<file path="src/rtl/grid_router_tx_framer_if.sv">
// Packet-side handshake and lane-group outputs of the grid router transmit framer.
// Handshake: a packet transfers on a pclk edge where pkt_valid and pkt_ready are both high.
interface grid_router_tx_framer_if;
    logic [119:0] pkt_i;
    logic         pkt_valid;
    logic         pkt_ready;
    logic [5:0]   ig1;
    logic [5:0]   ig2;
    logic [5:0]   ig3;
    logic         busy;

    modport master (
        output pkt_i, pkt_valid,
        input  pkt_ready, ig1, ig2, ig3, busy
    );

    modport slave (
        input  pkt_i, pkt_valid,
        output pkt_ready, ig1, ig2, ig3, busy
    );
endinterface

</file>
<file path="src/rtl/grid_router_tx_framer.sv">
// Slices 120-bit packets into 15-bit beats framed by SOF, with periodic ALIGN between frames.
// Define GRID_ROUTER_FRAMER_CHKSUM_EN to append a 15-bit checksum beat to every frame.
module grid_router_tx_framer #(
    parameter int unsigned pAlignInterval = 64
) (
    input  logic                    pclk,
    input  logic                    rst,
    grid_router_tx_framer_if.slave  tx,
    output logic [2:0]              state_o
);
    typedef enum logic [2:0] {
        ST_IDLE  = 3'd0,
        ST_ALIGN = 3'd1,
        ST_SOF   = 3'd2,
        ST_DATA  = 3'd3,
        ST_CKSUM = 3'd4
    } state_t;

    localparam logic [15:0] ALIGN_MAX  = 16'(pAlignInterval);
    localparam logic [4:0]  CODE_IDLE  = 5'h00;
    localparam logic [4:0]  CODE_SOF   = 5'h1C;
    localparam logic [4:0]  CODE_ALIGN = 5'h15;

    function automatic logic [17:0] data_groups(input logic [14:0] b);
        return {1'b0, b[14:10], 1'b0, b[9:5], 1'b0, b[4:0]};
    endfunction

    function automatic logic [17:0] ctrl_groups(input logic [4:0] c);
        return {1'b1, c, 1'b1, c, 1'b1, c};
    endfunction

    state_t         state_q;
    logic [119:0]   shift_q;
    logic [2:0]     beat_q;
    logic [15:0]    align_cnt_q;
    logic [15:0]    align_cnt_d;
    logic [17:0]    lanes_q;
    logic           busy_q;
    logic           align_due;
`ifdef GRID_ROUTER_FRAMER_CHKSUM_EN
    logic [14:0]    cksum_q;
    logic [14:0]    cksum_d;

    // Accumulates the beat being loaded into the lane register this cycle.
    assign cksum_d = cksum_q + shift_q[14:0];
`endif

    assign align_due    = (align_cnt_q == ALIGN_MAX);
    assign tx.pkt_ready = (state_q == ST_IDLE) && !align_due;
    assign tx.ig1       = lanes_q[5:0];
    assign tx.ig2       = lanes_q[11:6];
    assign tx.ig3       = lanes_q[17:12];
    assign tx.busy      = busy_q;
    assign state_o      = state_q;

    always_comb begin
        align_cnt_d = align_cnt_q;
        if (state_q == ST_ALIGN) begin
            align_cnt_d = '0;
        end else if (!align_due) begin
            align_cnt_d = align_cnt_q + 16'd1;
        end
    end

    // Lane groups are loaded on the transition so they always show the state being entered.
    always_ff @(posedge pclk) begin
        if (rst) begin
            state_q     <= ST_IDLE;
            shift_q     <= '0;
            beat_q      <= '0;
            align_cnt_q <= ALIGN_MAX;
            lanes_q     <= ctrl_groups(CODE_IDLE);
            busy_q      <= 1'b0;
`ifdef GRID_ROUTER_FRAMER_CHKSUM_EN
            cksum_q     <= '0;
`endif
        end else begin
            align_cnt_q <= align_cnt_d;
            case (state_q)
                ST_IDLE: begin
                    if (align_due) begin
                        state_q <= ST_ALIGN;
                        lanes_q <= ctrl_groups(CODE_ALIGN);
                    end else if (tx.pkt_valid) begin
                        state_q <= ST_SOF;
                        shift_q <= tx.pkt_i;
                        beat_q  <= '0;
                        lanes_q <= ctrl_groups(CODE_SOF);
                        busy_q  <= 1'b1;
`ifdef GRID_ROUTER_FRAMER_CHKSUM_EN
                        cksum_q <= '0;
`endif
                    end else begin
                        lanes_q <= ctrl_groups(CODE_IDLE);
                    end
                end
                ST_ALIGN: begin
                    state_q <= ST_IDLE;
                    lanes_q <= ctrl_groups(CODE_IDLE);
                end
                ST_SOF: begin
                    state_q <= ST_DATA;
                    lanes_q <= data_groups(shift_q[14:0]);
                    shift_q <= shift_q >> 15;
`ifdef GRID_ROUTER_FRAMER_CHKSUM_EN
                    cksum_q <= cksum_d;
`endif
                end
                ST_DATA: begin
                    if (beat_q == 3'd7) begin
`ifdef GRID_ROUTER_FRAMER_CHKSUM_EN
                        state_q <= ST_CKSUM;
                        lanes_q <= data_groups(cksum_q);
`else
                        state_q <= ST_IDLE;
                        lanes_q <= ctrl_groups(CODE_IDLE);
                        busy_q  <= 1'b0;
`endif
                    end else begin
                        beat_q  <= beat_q + 3'd1;
                        lanes_q <= data_groups(shift_q[14:0]);
                        shift_q <= shift_q >> 15;
`ifdef GRID_ROUTER_FRAMER_CHKSUM_EN
                        cksum_q <= cksum_d;
`endif
                    end
                end
`ifdef GRID_ROUTER_FRAMER_CHKSUM_EN
                ST_CKSUM: begin
                    state_q <= ST_IDLE;
                    lanes_q <= ctrl_groups(CODE_IDLE);
                    busy_q  <= 1'b0;
                end
`endif
                default: begin
                    state_q <= ST_IDLE;
                    lanes_q <= ctrl_groups(CODE_IDLE);
                    busy_q  <= 1'b0;
                end
            endcase
        end
    end
endmodule

</file>
<file path="src/flat_wrapper.sv">
// flat-port wrapper written by rule: the top's interface ports become plain ports
module grid_router_tx_framer_flat 
#(
    parameter int unsigned pAlignInterval = 64
)
  (pclk, rst, state_o, tx_pkt_i, tx_pkt_valid, tx_pkt_ready, tx_ig1, tx_ig2, tx_ig3, tx_busy);
  grid_router_tx_framer_if tx_i ();
  input  logic pclk;
  input  logic rst;
  output logic [2:0] state_o;
  input wire logic [$bits(tx_i.pkt_i)-1:0] tx_pkt_i;
  input wire logic [$bits(tx_i.pkt_valid)-1:0] tx_pkt_valid;
  output wire logic [$bits(tx_i.pkt_ready)-1:0] tx_pkt_ready;
  output wire logic [$bits(tx_i.ig1)-1:0] tx_ig1;
  output wire logic [$bits(tx_i.ig2)-1:0] tx_ig2;
  output wire logic [$bits(tx_i.ig3)-1:0] tx_ig3;
  output wire logic [$bits(tx_i.busy)-1:0] tx_busy;
  assign tx_i.pkt_i = tx_pkt_i;
  assign tx_i.pkt_valid = tx_pkt_valid;
  assign tx_pkt_ready = tx_i.pkt_ready;
  assign tx_ig1 = tx_i.ig1;
  assign tx_ig2 = tx_i.ig2;
  assign tx_ig3 = tx_i.ig3;
  assign tx_busy = tx_i.busy;
  grid_router_tx_framer #(.pAlignInterval(pAlignInterval)) u_core (.pclk(pclk), .rst(rst), .tx(tx_i), .state_o(state_o));
endmodule
</file>
<file path="config.mk">
export PLATFORM = sky130hd
export DESIGN_NAME = grid_router_tx_framer_flat
export DESIGN_NICKNAME = d
export VERILOG_FILES = /design/src/rtl/grid_router_tx_framer_if.sv /design/src/rtl/grid_router_tx_framer.sv /design/src/flat_wrapper.sv
export SDC_FILE = /design/constraint.sdc
export NUM_CORES = 1
export LEC_CHECK = 0
export ABC_CLOCK_PERIOD_IN_PS = 2200
export BUFFER_PORTS_ARGS = -buffer_cell sky130_fd_sc_hd__buf_2
export CORE_UTILIZATION = 56
export DETAILED_ROUTE_END_ITERATION = 7
export GPL_ROUTABILITY_DRIVEN = 0
export GPL_TIMING_DRIVEN = 0
export PLACE_DENSITY_LB_ADDON = 0.2
export SLEW_MARGIN = 20
export SYNTH_ARGS = -nofsm -noshare
export SYNTH_HDL_FRONTEND = slang
export SYNTH_SLANG_ARGS = --single-unit
</file>
<file path="constraint.sdc">
create_clock -name pclk -period 2.2 [get_ports pclk]
set_input_delay 0.22 -clock pclk [delete_from_list [all_inputs] [get_ports pclk]]
set_output_delay 0.22 -clock pclk [all_outputs]
set_load 0.01 [all_outputs]
</file>
== Word level (Yosys, flattened, before mapping) ==
Index checks and enable logic that the tools add are counted.

* Flip-flop bits (word level): 161
* Input port bits: 123
* Output and inout port bits: 23
* Word-level logic and storage cells: 54

* Add/subtract/negate cells: 2
* Equality and inequality tests: 11
* Muxes and demuxes: 22
* Bitwise gates (word level): 1
* Reduce and logical (&&, ||, !) cells: 11

{| class="wikitable"
|+ Operators by type and width
! kind !! number
|-
| 2-to-1 mux 120 bit || 3
|-
| one-hot mux 120 bit (3 select lines) || 1
|-
| one-hot mux 18 bit (3 select lines) || 1
|-
| 2-to-1 mux 18 bit || 2
|-
| 2-to-1 mux 3 bit || 6
|-
| 2-to-1 mux 17 bit || 1
|-
| adder 16 x 1 -> 16 bit, second input constant || 1
|-
| == test 16 x 7 -> 1 bit, second input constant || 1
|-
| 2-to-1 mux 7 bit || 2
|-
| AND reduction 4 bit || 3
|-
| one-hot mux 3 bit (3 select lines) || 1
|-
| != test 2 bit, second input constant || 4
|-
| == test 3 x 2 -> 1 bit, second input constant || 2
|-
| one-hot mux 3 bit (2 select lines) || 1
|-
| OR reduction 2 bit || 2
|-
| adder 3 x 1 -> 3 bit, second input constant || 1
|-
| == test 3 x 1 -> 1 bit, second input constant || 1
|-
| == test 3 bit, second input constant || 1
|-
| logical NOT 3 bit || 1
|-
| 2-to-1 mux 1 bit || 3
|-
| != test 3 x 2 -> 1 bit, second input constant || 1
|-
| one-hot mux 1 bit (3 select lines) || 1
|-
| nonzero test 3 bit || 1
|-
| != test 2 x 1 -> 1 bit, second input constant || 1
|-
| other kinds (5) || 5
|}

== Logic depth before layout (Yosys ltp) ==
Gate-level depths: netlist of run 1.

* Word-level depth: 4
* Gate-level depth with buffers: 9
* Mapped depth without buffers: 6

== Least setup slack after synthesis of run 1 ==
Ideal clock, no wire load.

* Kind: reg-to-reg
* Start point: reg u_core.state_q[0] (netlist: u_core.state_o[0])
* End point: reg u_core.shift_q[70]
* Setup time: 0.132 ns
* Arrival time: 1.720 ns
* Data required time: 2.068 ns
* Setup slack: 0.348 ns
* Stages on the path, launching flop included: 9
* Path buffers: 2
* Period minus slack after synthesis: 1.852 ns
* Path through: dfxtp_1 -> inv_1 -> ha_1 -> nor2_1 -> buf_2 -> buf_2 -> mux2_2 -> o211ai_1 -> a21oi_1

* Word-level cells in the longest chain between the ends: 3
* Elaborated cells between the ends (all ways): 9
* Those cells by class: eq/ne: 5; mux: 1; reduce/logical: 3

{| class="wikitable"
|+ RTL lines
! what !! RTL line !! source
|-
| from (decl) || grid_router_tx_framer.sv:32 || <nowiki>state_t state_q;</nowiki>
|-
| from (signal assigned) || grid_router_tx_framer.sv:68 || <nowiki>state_q <= ST_IDLE;</nowiki>
|-
| from (signal assigned) || grid_router_tx_framer.sv:82 || <nowiki>state_q <= ST_ALIGN;</nowiki>
|-
| from (signal assigned) || grid_router_tx_framer.sv:85 || <nowiki>state_q <= ST_SOF;</nowiki>
|-
| == test 3 x 2 -> 1 bit / logical NOT 3 bit (equally long branches) || grid_router_tx_framer.sv:79 || <nowiki>case (state_q)</nowiki>
|-
| != test 2 bit (no line) / nonzero test 3 bit (equally long branches) || n/a ||
|-
| AND reduction 4 bit (no line) || n/a ||
|-
| to (signal assigned) || grid_router_tx_framer.sv:86 || <nowiki>shift_q <= tx.pkt_i;</nowiki>
|-
| to (signal assigned) || grid_router_tx_framer.sv:104 || <nowiki>shift_q <= shift_q >> 15;</nowiki>
|-
| to (signal assigned) || grid_router_tx_framer.sv:122 || <nowiki>shift_q <= shift_q >> 15;</nowiki>
|-
| to (decl) || grid_router_tx_framer.sv:33 || <nowiki>logic [119:0] shift_q;</nowiki>
|}

Several ways; a longest one is shown, not always the timed one.
A chain may end at the register's enable or synchronous reset.

== Worst setup path after layout of run 1 ==
* Start point: reg u_core.align_cnt_q[0]
* End point: out tx_pkt_ready

* Word-level cells in the longest chain between the ends: 3

{| class="wikitable"
|+ RTL lines
! what !! RTL line !! source
|-
| from (decl) || grid_router_tx_framer.sv:35 || <nowiki>logic [15:0] align_cnt_q;</nowiki>
|-
| from (signal assigned) || grid_router_tx_framer.sv:78 || <nowiki>align_cnt_q <= align_cnt_d;</nowiki>
|-
| == test 16 x 7 -> 1 bit || grid_router_tx_framer.sv:48 || <nowiki>assign align_due = (align_cnt_q == ALIGN_MAX);</nowiki>
|-
| logical NOT 1 bit || grid_router_tx_framer.sv:49 || <nowiki>assign tx.pkt_ready = (state_q == ST_IDLE) && !align_due;</nowiki>
|-
| logical AND 1 bit || grid_router_tx_framer.sv:49 ||
|-
| to (decl) || flat_wrapper.sv:13 || <nowiki>output wire logic [$bits(tx_i.pkt_ready)-1:0] tx_pkt_ready;</nowiki>
|}

Every way passes these cells.

==> results of run 1 <==
## repair_timing
item                       CTS  global route
gates resized for setup     10            96
pin swaps                    0             1
hold endpoints to repair     0             0
buffers inserted             0             1
setup endpoints to repair  114           121
## state kept, by name, indices dropped and copies added, names as in the netlist
signal              cells
u_core.state_o          2
u_core.shift_q        120
u_core.tx.busy          1
u_core.beat_q           3
u_core.align_cnt_q     16
u_core.lanes_q         16
## final cells by class
class                           count  area share
Antenna cell                        1    0.000255
Buffer                            115      0.0675
Clock buffer                       25      0.0514
Clock inverter                      6     0.00585
Inverter                            8     0.00305
Multi-Input combinational cell    598       0.454
Sequential cell                   158       0.322
Tap cell                          180      0.0229
Timing Repair Buffer              144      0.0736
## layer usage
metal / global-route usage / vias up
li1: - / 3713
met1: 0.401 / 3599
met2: 0.549 / 277
met3: 0.0572 / 48
met4: 0.127 / 2
met5: 0 / -
## placed cells by master (no fill, tap or decap), types with 5 or more instances in the layout
master,count
a21oi_1,139
and3_1,5
buf_2,155
buf_4,7
buf_6,14
clkbuf_1,33
clkbuf_16,17
clkbuf_2,41
clkbuf_4,10
clkbuf_8,5
dfxtp_1,158
ha_1,8
inv_1,7
mux2_2,105
nand2_1,21
nand3_1,9
nor2_1,14
o2111ai_1,15
o211ai_1,225
o21ai_0,7
xor2_1,5
## critical path, stage by stage, from the launching register on
cell	delay, ns
dfxtp_1	0.32
inv_1	0.09
ha_1	0.17
nor4b_4	0.23
and4_4	0.29
nand2b_1	0.14
inv_1	0.05
buf_2	0.13
## per-stage QoR
stage / TNS, ns / utilization
2_1_floorplan: 0 / -
3_3_place_gp: -10.86 / 0.649
3_5_place_dp: -16.76 / 0.649
4_1_cts: -0.166 / 0.690
5_1_grt: -0.104 / 0.697
6_report: 0 / 0.697
## power breakdown
| group | internal, mW | switching, mW | total [mW] |
|---|---|---|---|
| clock | 1.69 | 1.16 | 2.85 |
| sequential | 3.86 | 0.566 | 4.43 |
| combinational | 2.57 | 3.78 | 6.34 |
| total | 8.12 | 5.50 | 13.6 |
## cells in the mapped netlist, types with 2 or more instances
| cell type | instances |
|---|---|
| a21oi_1 | 139 |
| a221oi_1 | 2 |
| and3_1 | 5 |
| and4_1 | 3 |
| buf_1 | 5 |
| buf_2 | 20 |
| buf_4 | 4 |
| buf_6 | 13 |
| clkbuf_1 | 73 |
| dfxtp_1 | 158 |
| ha_1 | 8 |
| inv_1 | 7 |
| mux2_2 | 105 |
| nand2_1 | 21 |
| nand2b_1 | 4 |
| nand3_1 | 9 |
| nand4_1 | 3 |
| nor2_1 | 15 |
| nor3_1 | 2 |
| nor4b_2 | 2 |
| o2111ai_1 | 15 |
| o211ai_1 | 225 |
| o21ai_0 | 7 |
| o2bb2ai_1 | 3 |
| o31ai_1 | 2 |
| or2_2 | 2 |
| or3_1 | 4 |
| or4_1 | 2 |
| xnor2_1 | 4 |
| xor2_1 | 5 |
## path summary, 6_finish.rpt
path                         startpoint                   to  slack [ns]
setup reg to reg      u_core.state_o[0]   u_core.shift_q[84]        0.13
hold reg to reg       u_core.shift_q[5]    u_core.lanes_q[6]        0.47
setup / recovery  u_core.align_cnt_q[0]         tx_pkt_ready        0.12
hold / removal            tx_pkt_i[116]  u_core.shift_q[116]        0.05
## cells by family after synthesis
logic type,synth area share
compound gates,0.323
xor+xnor,0.00961
fa+ha+maj,0.0122
buf+inv,0.0731
flops,0.386
mux,0.145
other cells,0.000457
simple gates,0.0508
==> results_dict.tcl, run 1 <==
set metrics [dict create \
    viasPerCell 6.19 \
    wl_met2_mm 11.9 \
    place_area_sq_um 9150 \
    yosysUniqueCellTypes 42 \
    synth_area_leaders "dfxtp_1 (39%), o211ai_1 (21%), mux2_2 (14%)" \
    fillCellCount 1178 \
    core_sq_um 14100 \
    async_flop_share 0 \
    critPathLaunchType "flip-flop" \
    rows 43 \
    post-place-ws_ns -0.258 \
    wl_met1_mm 10.3 \
    maxUsedRoutingLayer "met5" \
    synthCells 879 \
    min_period_ns 2.08 \
    synth_area_per_cell_sq_um 9.33 \
    multi_input_area_sq_um 4460 \
    dieArea_sq_um 15100 \
    wl_per_cell_um 19.6 \
    fin_nets 1173 \
    synth_edf_count 0 \
    synth-main-ff-cell "dfxtp_1" \
    yosysTopAreaCell "dfxtp_1" \
    r2r_cells 8 \
    critPathArrivalTime_ns 1.86 \
    maxSlewHeadroom 0.546 \
    ys_seq_area_frac 0.386 \
    setup_viol 0 \
    stdcell_area_sq_um 9830 \
    synth-seq-cells 158 \
    h-tree-depth 4 \
    cts.clk_slew.worst_paths_ns 0.06 \
    dp_hpwl_mm 17.6 \
    maxCapViolCount 0 \
    drcViolationCount 0 \
    holdWs_ns 0.0524 \
    p_total_mw 13.6 \
    ys.warnings.count 0 \
    grt_usage 0.321 \
    drt-total-wl_mm 24.2 \
    hold_viol 0 \
    io_buffers 143 \
    drtIter0Drc 646 \
    rsz0062_at_grt "yes" \
    cp-end-kind "output pin" \
    vdd_drop_max_uv 901 \
    fin_cells 1235 \
    worst_slack_ns 0.123 \
    cp.required_ns 1.98 \
    grt_pass1_wl_mm 36.8 \
    hold_depth 3 \
    skew_ns 0.00711 \
    pin_count 146 \
    overflow 0 \
    cellLeakagePower_nw 3.68 \
    die_x_um 123 \
    grt_pass1_vias 7207 \
    synth_top_area_share 0.386 \
    cts_tree "done" \
    initial_utilization 0.582 \
    syn_nets 1010 \
    cts_buffer_depth 2 \
    worst-path-max-fanout 4 \
    cts_root_buffer "clkbuf_16" \
    place_inst 1202 \
    clock-sinks 158 \
    slew_violations 0 \
    dr_wl_met3_mm 1.42 \
    dr.pass1.iters 7 \
    tightest_slew_ns 0.674 \
    areaGrowthSynthToFinish_pct 19.8 \
    power_density_nw_per_um2 1390 \
    period_share 0.944 \
    die_h_um 123 \
    worst-setup-path-type "reg2out" \
    timing.fmax_mhz 482 \
    final-seq-area_sq_um 3160 \
    drive_above_1_share 0.352 \
    hold_path_class "in2reg" \
    grt_antenna_before_repair 2 \
    antenna_left 0 \
    clkLatencyLatePin_ns 0.43 \
    cts_made_buffers 17 \
    syn_area_sq_um 8200 \
    num_vias 7639 \
    grt_max_degree 17 \
    status "finished clean" \
    cts_hold_buf 0 \
]
Power figures use the tool's default switching activity.
==> run 2: changes to the inputs <==
- REMOVE_ABC_BUFFERS: unset -> 1
==> run 2 against run 1 <==
Compared with the run above:
- core utilization up 1.3 points
- sequential cell count unchanged
- largest power group unchanged
- clock skew about the same
- critical path depth down 2
- setup slack worse by 0.029 ns
==> results_dict.tcl, run 2 (synthesized netlist as in run 1, its figures left out) <==
set metrics [dict create \
    status "finished clean" \
    cts_root_buffer "clkbuf_16" \
    cts.clk_slew.worst_paths_ns 0.06 \
    io_buffers 144 \
    cts_made_buffers 17 \
    drt-total-wl_mm 21.4 \
    maxSlewHeadroom 0.602 \
    core_sq_um 14100 \
    final_core_util 0.710 \
    hold_viol 0 \
    power_density_nw_per_um2 1380 \
    cellLeakagePower_nw 3.66 \
    grt_pass1_wl_mm 34.8 \
    cp.required_ns 1.98 \
    drtIter0Drc 753 \
    dieArea_sq_um 15100 \
    dr.pass1.iters 5 \
    clock-sinks 158 \
    num_vias 7419 \
    fin_tns_setup_ns 0 \
    drive_above_1_share 0.344 \
    cp_cell_sequence "nor4_2, and4_4, nand2b_1, inv_1, buf_2" \
    timing.fmax_mhz 475 \
    critPathSlowestCell "nor4_2" \
    top_regs "u_core.shift_q (120), u_core.align_cnt_q (16), u_core.lanes_q (16)" \
    crit_family "simple AND/OR/NAND/NOR gates" \
    reg2reg_to "u_core.shift_q[70]" \
    holdPathEnd "u_core.shift_q[105]" \
    r2r-start "u_core.state_o[0]" \
    slew_violations 0 \
    grt_pass1_vias 6902 \
    fin_nets 1103 \
    antenna_left 0 \
    drcViolationCount 0 \
    cp-end-kind "output pin" \
    viasPerCell 6.36 \
    dr_wl_met3_mm 1.29 \
    hp-start "tx_pkt_i[105]" \
    stdcell_area_sq_um 10000 \
    tightest_slew_ns 0.597 \
    initial_utilization 0.582 \
    rrSetupSlack_ns 0.11 \
    place_area_sq_um 9220 \
    final_common_cell "o211ai_1" \
    regMostFlops "u_core.shift_q" \
    overflow 0 \
    cts_buffer_depth 2 \
    areaGrowthSynthToFinish_pct 22.0 \
    wl_met2_mm 10.1 \
    hold_depth 3 \
    largest_reg_flops 120 \
    post-place-ws_ns -0.108 \
    die_h_um 123 \
    setup_viol 0 \
    cts_tree "done" \
    worst-path-max-fanout 7 \
    vdd_drop_max_uv 688 \
    hold_path_class "in2reg" \
    max_stage_delay_ns 0.47 \
    die_x_um 123 \
    clkLatencyLatePin_ns 0.42 \
    maxCapViolCount 0 \
    rows 43 \
    worst-setup-path-type "reg2out" \
    wl_per_cell_um 18.4 \
    h-tree-depth 4 \
    skew_ns 0.00700 \
    critPathArrivalTime_ns 1.89 \
    fillCellCount 1080 \
    cts_hold_buf 0 \
    critPathBufInv 2 \
    rsz0062_at_grt "yes" \
    critPathLaunchType "flip-flop" \
    grt_usage 0.288 \
    p_total_mw 13.8 \
    min_period_ns 2.11 \
    pin_count 146 \
    period_share 0.957 \
    mostFrequentLayoutCells "o211ai_1 (225), dfxtp_1 (158), buf_2 (143)" \
    r2r_cells 8 \
    grt_max_degree 84 \
    worst_slack_ns 0.0940 \
    dp_hpwl_mm 12.5 \
    maxUsedRoutingLayer "met5" \
    wl_met1_mm 9.66 \
    grt_antenna_before_repair 2 \
]
-- run 2: changes by cell type in the layout (fill, tap and decap cells not counted), sizes merged --
cell,before,now
buf,178,189
clkbuf,106,26
clkinvlp,1,0
clkinv,4,3
bufinv,1,3
-- run 2: how the worst max path moves through the flow --
stage                                      from                   to  slack, ns  depth (start not counted)
after floorplan               u_core.state_o[0]    u_core.shift_q[0]      -4.51                          6
after global placement        u_core.state_o[0]   u_core.shift_q[14]      -7.51                          6
after detailed placement  u_core.align_cnt_q[0]  u_core.shift_q[119]      -0.11                          9
after CTS                 u_core.align_cnt_q[0]         tx_pkt_ready       0.06                          7
after global routing          u_core.state_o[0]   u_core.shift_q[39]     -0.009                          8
final                     u_core.align_cnt_q[8]         tx_pkt_ready       0.09                          5
-- run 2: report_power, final --
group / leakage (nW) / switching [mW] / internal, mW
clock network: 0.298 / 1.14 / 1.90
registers: 1.29 / 0.485 / 3.86
logic: 2.07 / 3.65 / 2.80
total: 3.66 / 5.28 / 8.56
-- run 2: tightest hold or removal path, delay by kind of cell --
family	cells	cell delay, ns
AO/OA/AOI/OAI	2	0.12
buffers and inverters	1	0.09
-- run 2: metal layers --
metal  vias up  track usage
met5         -            0
met4         4       0.0866
met3        34       0.0724
met2       245        0.446
met1      3549        0.393
li1       3587            -
-- run 2: what timing repair did --
item | CTS | global route
buffers inserted | 6 | 11
endpoints found under the hold margin | 0 | 0
endpoints found under the setup margin | 90 | 68
pin swaps | 4 | 2
cloned | 0 | 0
resized for setup | 4 | 5
-- run 2: metrics by stage --
step	hold WS, ns	std cells
2_1_floorplan	0.289	764
3_3_place_gp	0.447	1088
3_5_place_dp	0.451	1116
4_1_cts	0.0459	1154
5_1_grt	0.0597	1165
6_report	0.0573	1166
-- run 2: cell type report --
cell class / instances / area [sq um] / area share
antenna: 1 / 2.50 / 0.000250
clock buffer: 26 / 499 / 0.0499
clock inverter: 6 / 105 / 0.0105
inverter: 8 / 35.0 / 0.00350
multi-input combinational: 598 / 4510 / 0.451
sequential: 158 / 3160 / 0.316
tap: 180 / 225 / 0.0225
timing repair buffer: 189 / 1470 / 0.146
